--- config.mk ---
export PLATFORM = sky130hd
export DESIGN_NAME = cbrt_feeder
export DESIGN_NICKNAME = d
export VERILOG_FILES = /design/src/rtl/cbrt_feeder_pkg.sv /design/src/rtl/op_fifo.sv /design/src/rtl/cbrt_feeder.sv
export SDC_FILE = /design/constraint.sdc
export NUM_CORES = 1
export LEC_CHECK = 0
export ABC_AREA = 1
export CAP_MARGIN = 20
export CORE_UTILIZATION = 40
export CTS_CLUSTER_SIZE = 16
export DETAILED_ROUTE_END_ITERATION = 8
export PLACE_DENSITY = 0.72
export SETUP_SLACK_MARGIN = 0.15
export SLEW_MARGIN = 20
export SYNTH_ARGS = -nofsm -noshare
export SYNTH_HDL_FRONTEND = slang
export SYNTH_SLANG_ARGS = --single-unit
--- constraint.sdc ---
create_clock -name clk_i -period 1.7 [get_ports clk_i]
set_input_delay 0.34 -clock clk_i [delete_from_list [all_inputs] [get_ports clk_i]]
set_output_delay 0.34 -clock clk_i [all_outputs]
set_load 0.03 [all_outputs]
--- src/rtl/cbrt_feeder_pkg.sv ---
// Shared constants and FSM encoding for the cube-root stream front-end.
package cbrt_feeder_pkg;

  localparam int unsigned OpWidth      = 8;
  localparam int unsigned RootWidth    = 4;
  localparam int unsigned DefFifoDepth = 4;
  localparam int unsigned DefTimeout   = 255;

  typedef enum logic [2:0] {
    StIdle,
    StStart,
    StWaitAck,
    StWaitDone,
    StOut
  } state_e;

endpackage

--- src/rtl/op_fifo.sv ---
// Synchronous FIFO; pointers carry an extra wrap bit so full and empty are unambiguous.
module op_fifo #(
  parameter int unsigned Width = 8,
  parameter int unsigned Depth = 4
) (
  input  logic             clk_i,
  input  logic             rst_ni,
  input  logic             push_i,
  input  logic [Width-1:0] wdata_i,
  input  logic             pop_i,
  output logic [Width-1:0] rdata_o,
  output logic             full_o,
  output logic             empty_o
);

  localparam int unsigned PtrW = $clog2(Depth);

  logic [PtrW:0]      wptr_q, rptr_q;
  logic [Width-1:0]   mem_q [Depth];
  logic               do_push, do_pop;

  // Status flags from pointer comparison; requests are gated so misuse cannot corrupt state.
  always_comb begin
    empty_o = (wptr_q == rptr_q);
    full_o  = (wptr_q[PtrW] != rptr_q[PtrW]) &&
              (wptr_q[PtrW-1:0] == rptr_q[PtrW-1:0]);
    do_push = push_i && !full_o;
    do_pop  = pop_i && !empty_o;
    rdata_o = mem_q[rptr_q[PtrW-1:0]];
  end

  // Pointer registers; reset empties the queue.
  always_ff @(posedge clk_i or negedge rst_ni) begin
    if (!rst_ni) begin
      wptr_q <= '0;
      rptr_q <= '0;
    end else begin
      if (do_push) wptr_q <= wptr_q + 1'b1;
      if (do_pop)  rptr_q <= rptr_q + 1'b1;
    end
  end

  // Storage needs no reset: entries are only read after being written.
  always_ff @(posedge clk_i) begin
    if (do_push) mem_q[wptr_q[PtrW-1:0]] <= wdata_i;
  end

endmodule

--- src/rtl/cbrt_feeder.sv ---
// Stream front-end: buffers operands, issues them one at a time to the iterative
// cube-root unit and returns each root with its operand on an output stream.
module cbrt_feeder
  import cbrt_feeder_pkg::*;
#(
  parameter int unsigned FIFO_DEPTH = DefFifoDepth,
  parameter int unsigned TIMEOUT    = DefTimeout
) (
  input  logic                 clk_i,
  input  logic                 rst_ni,
  input  logic                 in_valid_i,
  input  logic [OpWidth-1:0]   in_data_i,
  output logic                 in_ready_o,
  output logic [OpWidth-1:0]   cbrt_a_o,
  output logic                 cbrt_start_o,
  input  logic [1:0]           cbrt_busy_i,
  input  logic [RootWidth-1:0] cbrt_y_i,
  output logic                 out_valid_o,
  input  logic                 out_ready_i,
  output logic [OpWidth-1:0]   out_a_o,
  output logic [RootWidth-1:0] out_y_o,
  output logic                 out_err_o,
  output logic                 busy_o
);

  localparam int unsigned CntW = $clog2(TIMEOUT + 1);
  // Last count value before the wait budget is exhausted.
  localparam logic [CntW-1:0] CntLast = CntW'(TIMEOUT - 1);

  state_e                 state_q, state_d;
  logic                   start_q, start_d;
  logic [OpWidth-1:0]     a_q, a_d;
  logic                   out_valid_q, out_valid_d;
  logic [OpWidth-1:0]     out_a_q, out_a_d;
  logic [RootWidth-1:0]   out_y_q, out_y_d;
  logic                   out_err_q, out_err_d;
  logic [CntW-1:0]        cnt_q, cnt_d;

  logic                   fifo_full, fifo_empty, fifo_push, fifo_pop;
  logic [OpWidth-1:0]     fifo_head;
  logic                   cnt_hit, unit_busy;

  op_fifo #(
    .Width (OpWidth),
    .Depth (FIFO_DEPTH)
  ) u_fifo (
    .clk_i   (clk_i),
    .rst_ni  (rst_ni),
    .push_i  (fifo_push),
    .wdata_i (in_data_i),
    .pop_i   (fifo_pop),
    .rdata_o (fifo_head),
    .full_o  (fifo_full),
    .empty_o (fifo_empty)
  );

  // Input handshake; a full FIFO refuses input even while it pops.
  always_comb begin
    in_ready_o = !fifo_full && rst_ni;
    fifo_push  = in_valid_i && in_ready_o;
  end

  // Next-state logic for the issue/wait/present sequence.
  always_comb begin
    state_d     = state_q;
    start_d     = 1'b0;
    a_d         = a_q;
    out_valid_d = out_valid_q;
    out_a_d     = out_a_q;
    out_y_d     = out_y_q;
    out_err_d   = out_err_q;
    cnt_d       = cnt_q;
    fifo_pop    = 1'b0;
    cnt_hit     = (cnt_q >= CntLast);
    unit_busy   = (cbrt_busy_i != 2'b00);

    unique case (state_q)
      StIdle: begin
        if (!fifo_empty) begin
          fifo_pop = 1'b1;
          a_d      = fifo_head;
          start_d  = 1'b1;
          cnt_d    = '0;
          state_d  = StStart;
        end
      end
      StStart: begin
        state_d = StWaitAck;
      end
      StWaitAck: begin
        if (unit_busy) begin
          state_d = StWaitDone;
        end else if (cnt_hit) begin
          // Unit never acknowledged: force an error result and move on.
          out_y_d     = '0;
          out_a_d     = a_q;
          out_err_d   = 1'b1;
          out_valid_d = 1'b1;
          state_d     = StOut;
        end else begin
          cnt_d = cnt_q + 1'b1;
        end
      end
      StWaitDone: begin
        if (!unit_busy) begin
          out_y_d     = cbrt_y_i;
          out_a_d     = a_q;
          out_err_d   = 1'b0;
          out_valid_d = 1'b1;
          state_d     = StOut;
        end else if (cnt_hit) begin
          out_y_d     = '0;
          out_a_d     = a_q;
          out_err_d   = 1'b1;
          out_valid_d = 1'b1;
          state_d     = StOut;
        end else begin
          cnt_d = cnt_q + 1'b1;
        end
      end
      StOut: begin
        if (out_ready_i) begin
          out_valid_d = 1'b0;
          state_d     = StIdle;
        end
      end
      default: begin
        state_d = StIdle;
      end
    endcase
  end

  // State and output registers; reset drops any in-flight or held result.
  always_ff @(posedge clk_i or negedge rst_ni) begin
    if (!rst_ni) begin
      state_q     <= StIdle;
      start_q     <= 1'b0;
      a_q         <= '0;
      out_valid_q <= 1'b0;
      out_a_q     <= '0;
      out_y_q     <= '0;
      out_err_q   <= 1'b0;
      cnt_q       <= '0;
    end else begin
      state_q     <= state_d;
      start_q     <= start_d;
      a_q         <= a_d;
      out_valid_q <= out_valid_d;
      out_a_q     <= out_a_d;
      out_y_q     <= out_y_d;
      out_err_q   <= out_err_d;
      cnt_q       <= cnt_d;
    end
  end

  // Output drive straight from registers.
  always_comb begin
    cbrt_a_o     = a_q;
    cbrt_start_o = start_q;
    out_valid_o  = out_valid_q;
    out_a_o      = out_a_q;
    out_y_o      = out_y_q;
    out_err_o    = out_err_q;
    busy_o       = !fifo_empty || (state_q != StIdle);
  end

endmodule

==> flow_metrics.tcl, run 1 <==
set metrics [dict create \
    max_freq_mhz 566 \
    synth_edf_count 32 \
    hold_viol_final 0 \
    failed_checks "setup timing" \
    grtUsageTotal_pct 17.5 \
    fill_cells 665 \
    status "finished with violations" \
    dp_slack_ns -0.211 \
    synth_area_leaders "dfrtp_1 (30%), edfxtp_1 (29%), nand2_1 (11%)" \
    required_ns 1.36 \
    period_share_pct 104 \
    drc 0 \
    synth_common_cells "nand2_1 (100), nor2_1 (59), dfrtp_1 (40)" \
    num_vias 2587 \
    gp_congestion 0.964 \
    cts_made_buffers 9 \
    clk_path_buf_depth 2 \
    clock_skew_ns 0.00955 \
    p_leak_nw 1.99 \
    numPortBuffers 42 \
    drive_gt1_share_pct 27.0 \
    slowest_stage "dfrtp_2" \
    ys_async_sr_fraction_pct 55.6 \
    slew_violations 0 \
    crit_type "flip-flop to output port" \
    critPathLaunchType "flip-flop" \
    placementRows 32 \
    root_buffer "clkbuf_8" \
    syn_to_final_growth_pct 36.7 \
    nNetsFinal 454 \
    cp_cell_sequence "nand2_2 -> nand2_2 -> nor2_4 -> nand2_2 -> nand2_1 -> inv_1 -> buf_6" \
    core_mm2 0.00785 \
    cp_max_fo 4 \
    first_pass_iters 5 \
    hp-class "input port to asynchronous set/reset pin" \
    hold_ws_ns 0.0813 \
    tightestPinTransition_ns 0.431 \
    post-route-util_pct 57.3 \
    grt_pass1_vias 2466 \
    die-area_mm2 0.00860 \
    postRouteAntennaNets 0 \
    drv_cap 0 \
    cts_tree "done" \
    gr-total-overflow 0 \
    setup_viol_count_final 2 \
    setup_ws_ns -0.0662 \
    clk_pin_slew_ns 0.09 \
    postSynthCellCount 348 \
    syn_nets 373 \
    die_y_um 92.7 \
    fin_total_pwr_mw 7.88 \
    die_w_um 92.7 \
    wl_per_cell_um 13.3 \
    avgSynthCellArea_um2 9.46 \
    routed_wl_um 7110 \
    drtIter0Drc 79 \
    ir_drop_uv 845 \
    ios 43 \
    rsz0062_at_grt "true" \
    post-synth-top-count-cell "nand2_1" \
    antenna_found_initial 0 \
    grt_start_max_net_pins 35 \
    htreeDepth 3 \
    cts_sinks 72 \
    critPathMaxStageDelay_ns 0.45 \
    ys.flop_type "dfrtp_1" \
    grt_pass1_wl_um 11500 \
    max_slew_margin_pct 71.3 \
    via_per_inst 4.83 \
    powerDensity_mw_per_mm2 1750 \
    dpl.hpwl_um 4680 \
    synth_cell_types 25 \
    period_needed_ns 1.77 \
    end_kind "output port" \
    clock_latency_ns 0.35 \
    n_antenna_cell 0 \
    synth_area_leader_cell "dfrtp_1" \
    yosysSeqAreaShare_pct 59.6 \
    crit_path_frequent_cell "nand2_2" \
    syn_area_mm2 0.00329 \
    arrival_ns 1.43 \
    ys_ff_latch 72 \
    synth.top_cell.area_share_pct 30.4 \
    yosys_warnings 0 \
    start_util_pct 41.9 \
]
==> through the flow <==
stage          std cells  area [um2]  setup TNS, ns
6_report             536        4500        -0.0902
2_1_floorplan        348        3300              0
3_3_place_gp         504        3950          -1.18
4_1_cts              528        4240         -0.162
3_5_place_dp         504        3950          -1.94
5_1_grt              536        4500         -0.201
==> sequential cells by signal, summed over array words and instances, names as in the netlist, 3 cells and up <==
signal	count
u_fifo.wptr_q	3
state_q	3
cbrt_a_o	8
u_fifo.rptr_q	3
out_y_o	4
u_fifo.mem_q	32
out_a_o	8
cnt_q	8
==> kinds of logic (layout without fill, tap and decap cells) <==
family                   Yosys count  count (layout)  synth area share [%]
XOR/XNOR                           7               7                  1.86
AO/OA/AOI/OAI                     35              35                  6.27
adder cells (fa/ha/maj)            7               7                  2.66
buffers and inverters             37             123                  5.40
AND/OR/NAND/NOR                  190             190                  24.2
flip-flops                        72              72                  59.6
==> layout by cell type (no fill, tap or decap), types with 2 or more instances in the layout <==
cell             count
nand3_2             10
o21ai_0             21
buf_4               24
o22ai_1              8
inv_1               18
nand2_2             10
clkdlybuf4s15_1      3
clkbuf_2             2
nand2_1             92
dfrtp_1             35
xnor2_1              4
dfrtp_2              5
buf_12               3
inv_2                7
edfxtp_1            32
nor2_2               3
xor2_1               2
inv_8                2
a21oi_1              3
nor2_1              49
clkdlybuf4s50_1     16
inv_6                2
nor2_4              16
ha_1                 6
buf_6                9
clkbuf_8             9
nand3_1              8
dlygate4sd2_1       18
inv_4                4
==> power by group <==
part           internal (mW)  leakage [nW]  switching, mW  total [mW]
registers               2.30         0.784          0.349        2.65
clock network          0.711         0.104          0.735        1.45
logic                   1.44          1.10           2.33        3.78
==> final timing paths <==
kind	start	end	slack (ns)	cells after the start
max	u_fifo.wptr_q[1]	in_ready_o	-0.07	7
min	rst_ni	cnt_q[0]	0.08	2
max reg2reg	u_fifo.rptr_q[1]	u_fifo.mem_q[0][1]	0.15	8
min reg2reg	out_y_o[1]	out_y_o[1]	0.48	2
max in group asynchronous	rst_ni	u_fifo.wptr_q[1]	1.01	2
min in group clk_i	rst_ni	u_fifo.wptr_q[0]	0.45	4
==> cell type report <==
type | instances | area, um2 | area share, %
flip-flops and latches | 72 | 1970 | 43.7
well taps | 102 | 128 | 2.84
repair buffers | 78 | 739 | 16.4
multi-input cells | 239 | 1340 | 29.7
clock buffers | 9 | 124 | 2.75
clock inverters | 7 | 86.3 | 1.92
inverters | 29 | 119 | 2.64
==> timing repair <==
item                       CTS  global route
resized for setup           35            54
hold buffers                 1             0
hold endpoints to repair     6             0
setup endpoints to repair   70            61
setup buffers                7             7
gates cloned                 0             1
pin swaps                    5            19
==> layer usage <==
metal	track usage (%)	wire, um
met1	20.9	3020
met2	30.0	3590
met3	3.61	315
met4	8.72	184
met5	0	0
==> critical path, delay by kind of cell, from the launching register on <==
family	cells	cell delay (ns)
DFF	1	0.45
and+or+nand+nor	5	0.45
buffers and inverters	2	0.17
(Power assumes the default switching activity.)
==> inputs of run 2 (changes only) <==
--- a/config.mk
+++ b/config.mk
@@ -12,7 +12,7 @@
 export DETAILED_ROUTE_END_ITERATION = 8
 export PLACE_DENSITY = 0.72
 export SETUP_SLACK_MARGIN = 0.15
-export SLEW_MARGIN = 20
+export SKIP_LAST_GASP = 1
 export SYNTH_ARGS = -nofsm -noshare
 export SYNTH_HDL_FRONTEND = slang
 export SYNTH_SLANG_ARGS = --single-unit
==> run 2 against run 1 <==
Against the previous run: the run still ends with setup timing left; final area fell by 0.39%; worst hold slack got worse by 0.0012 ns; global-route usage hardly changed; maximum frequency down 0.32%; worst setup slack got worse by 0.0057 ns; register-to-register slack hardly changed; via count grew 0.66%; combinational power decreased by 1%; critical path depth is the same; clock-buffer cell count did not move; critical path type unchanged; largest cell class unchanged.
==> flow_metrics.tcl, run 2 (synthesis gave the netlist of run 1 again) <==
set metrics [dict create \
    dpl_cell_area_mm2 0.00395 \
    fin_area_mm2 0.00448 \
    tightestPinTransition_ns 0.430 \
    powerDensity_mw_per_mm2 1750 \
    root_buffer "clkbuf_8" \
    nNetsFinal 454 \
    crit_path_end "in_ready_o" \
    clock_latency_ns 0.35 \
    dp_slack_ns -0.211 \
    numPortBuffers 42 \
    grtUsageTotal_pct 17.5 \
    grt_pass1_wl_um 11400 \
    drv_cap 0 \
    wl_per_cell_um 13.3 \
    period_needed_ns 1.77 \
    placedCellCount 504 \
    arrival_ns 1.43 \
    final_cell_mix "nand2_1 (92), nor2_1 (49), dfrtp_1 (35)" \
    gr-total-overflow 0 \
    layout_commonest_cell "nand2_1" \
    cts_made_buffers 9 \
    syn_to_final_growth_pct 36.1 \
    hp-class "input port to asynchronous set/reset pin" \
    largest_reg_flops 32 \
    failed_checks "setup timing" \
    fin_total_pwr_mw 7.83 \
    placementRows 32 \
    num_vias 2604 \
    grt_start_max_net_pins 35 \
    p_leak_nw 1.99 \
    reg2reg_slack_ns 0.15 \
    clock_skew_ns 0.00858 \
    hold_ws_ns 0.0801 \
    drive_gt1_share_pct 26.5 \
    start_util_pct 41.9 \
    setup_viol_count_final 2 \
    first_pass_iters 4 \
    die_y_um 92.7 \
    cp_max_fo 3 \
    die-area_mm2 0.00860 \
    max_slew_margin_pct 71.4 \
    htreeDepth 3 \
    status "finished with violations" \
    regArea_mm2 0.00197 \
    gp_congestion 0.964 \
    postRouteAntennaNets 0 \
    period_share_pct 104 \
    setup_ws_ns -0.0719 \
    n_antenna_cell 0 \
    startpoint "u_fifo.rptr_q[1]" \
    drc 0 \
    end_kind "output port" \
    ios 43 \
    critPathLaunchType "flip-flop" \
    drtIter0Drc 84 \
    max_freq_mhz 564 \
    multi_input_comb_area_mm2 0.00132 \
    slew_violations 0 \
    timing.rr.start "u_fifo.rptr_q[1]" \
    die_w_um 92.7 \
    routed_wl_um 7130 \
    post-route-util_pct 57.1 \
    fill_cells 669 \
    instances_no_fill 536 \
    core_mm2 0.00785 \
    crit_type "flip-flop to output port" \
    cts_sinks 72 \
    required_ns 1.36 \
    grt_pass1_vias 2469 \
    setup_tns_ns -0.124 \
    clk_path_buf_depth 2 \
    via_per_inst 4.86 \
    cts_tree "done" \
    hold_viol_final 0 \
    dpl.hpwl_um 4680 \
    clk_pin_slew_ns 0.09 \
    rr_worst_depth 8 \
    reg2reg_to "u_fifo.mem_q[0][1]" \
    ir_drop_uv 845 \
    antenna_found_initial 0 \
    rsz0062_at_grt "true" \
]
-- run 2: what timing repair did --
item	CTS	global route
pin swaps	5	18
setup buffers	7	7
hold buffers	1	0
gates resized for setup	35	46
hold endpoints to repair	6	0
endpoints found under the setup margin	70	60
cloned	0	1
-- run 2: power breakdown --
group	internal, mW	switching, mW
Combinational	1.42	2.32
Sequential	2.30	0.341
Clock	0.711	0.730
-- run 2: worst min-delay path by stage --
stage                     startpoint                to  slack [ns]  cells past startpoint
final                         rst_ni          cnt_q[0]        0.08                      2
after global routing          rst_ni          cnt_q[0]        0.13                      2
after CTS                     rst_ni          cnt_q[0]         0.1                      2
after detailed placement      rst_ni  u_fifo.wptr_q[1]        0.20                      1
after global placement        rst_ni  u_fifo.wptr_q[1]        0.19                      1
after floorplan               rst_ni       cbrt_a_o[0]        0.04                      0
-- run 2: layout make-up --
| class | instances | area share [%] |
|---|---|---|
| tap | 102 | 2.85 |
| multi-input combinational | 239 | 29.5 |
| sequential | 72 | 43.9 |
| inverter | 29 | 2.60 |
| timing repair buffer | 78 | 16.4 |
| clock inverter | 7 | 1.93 |
| clock buffer | 9 | 2.76 |
-- run 2: routing by layer --
metal  global-route usage [%]  wire length, um  part of all wire, %
met5                        0                0                    0
met4                     8.72              181                  2.5
met3                     3.61              375                  5.3
met1                     20.9             2960                   42
met2                     30.0             3610                   51
-- run 2: worst max-delay path, stage by stage, from the launching register on --
cell,delay (ns)
dfrtp_2,0.45
nand2_2,0.08
nand2_2,0.05
nor2_4,0.15
nand2_2,0.09
nand2_1,0.07
inv_1,0.04
buf_6,0.13
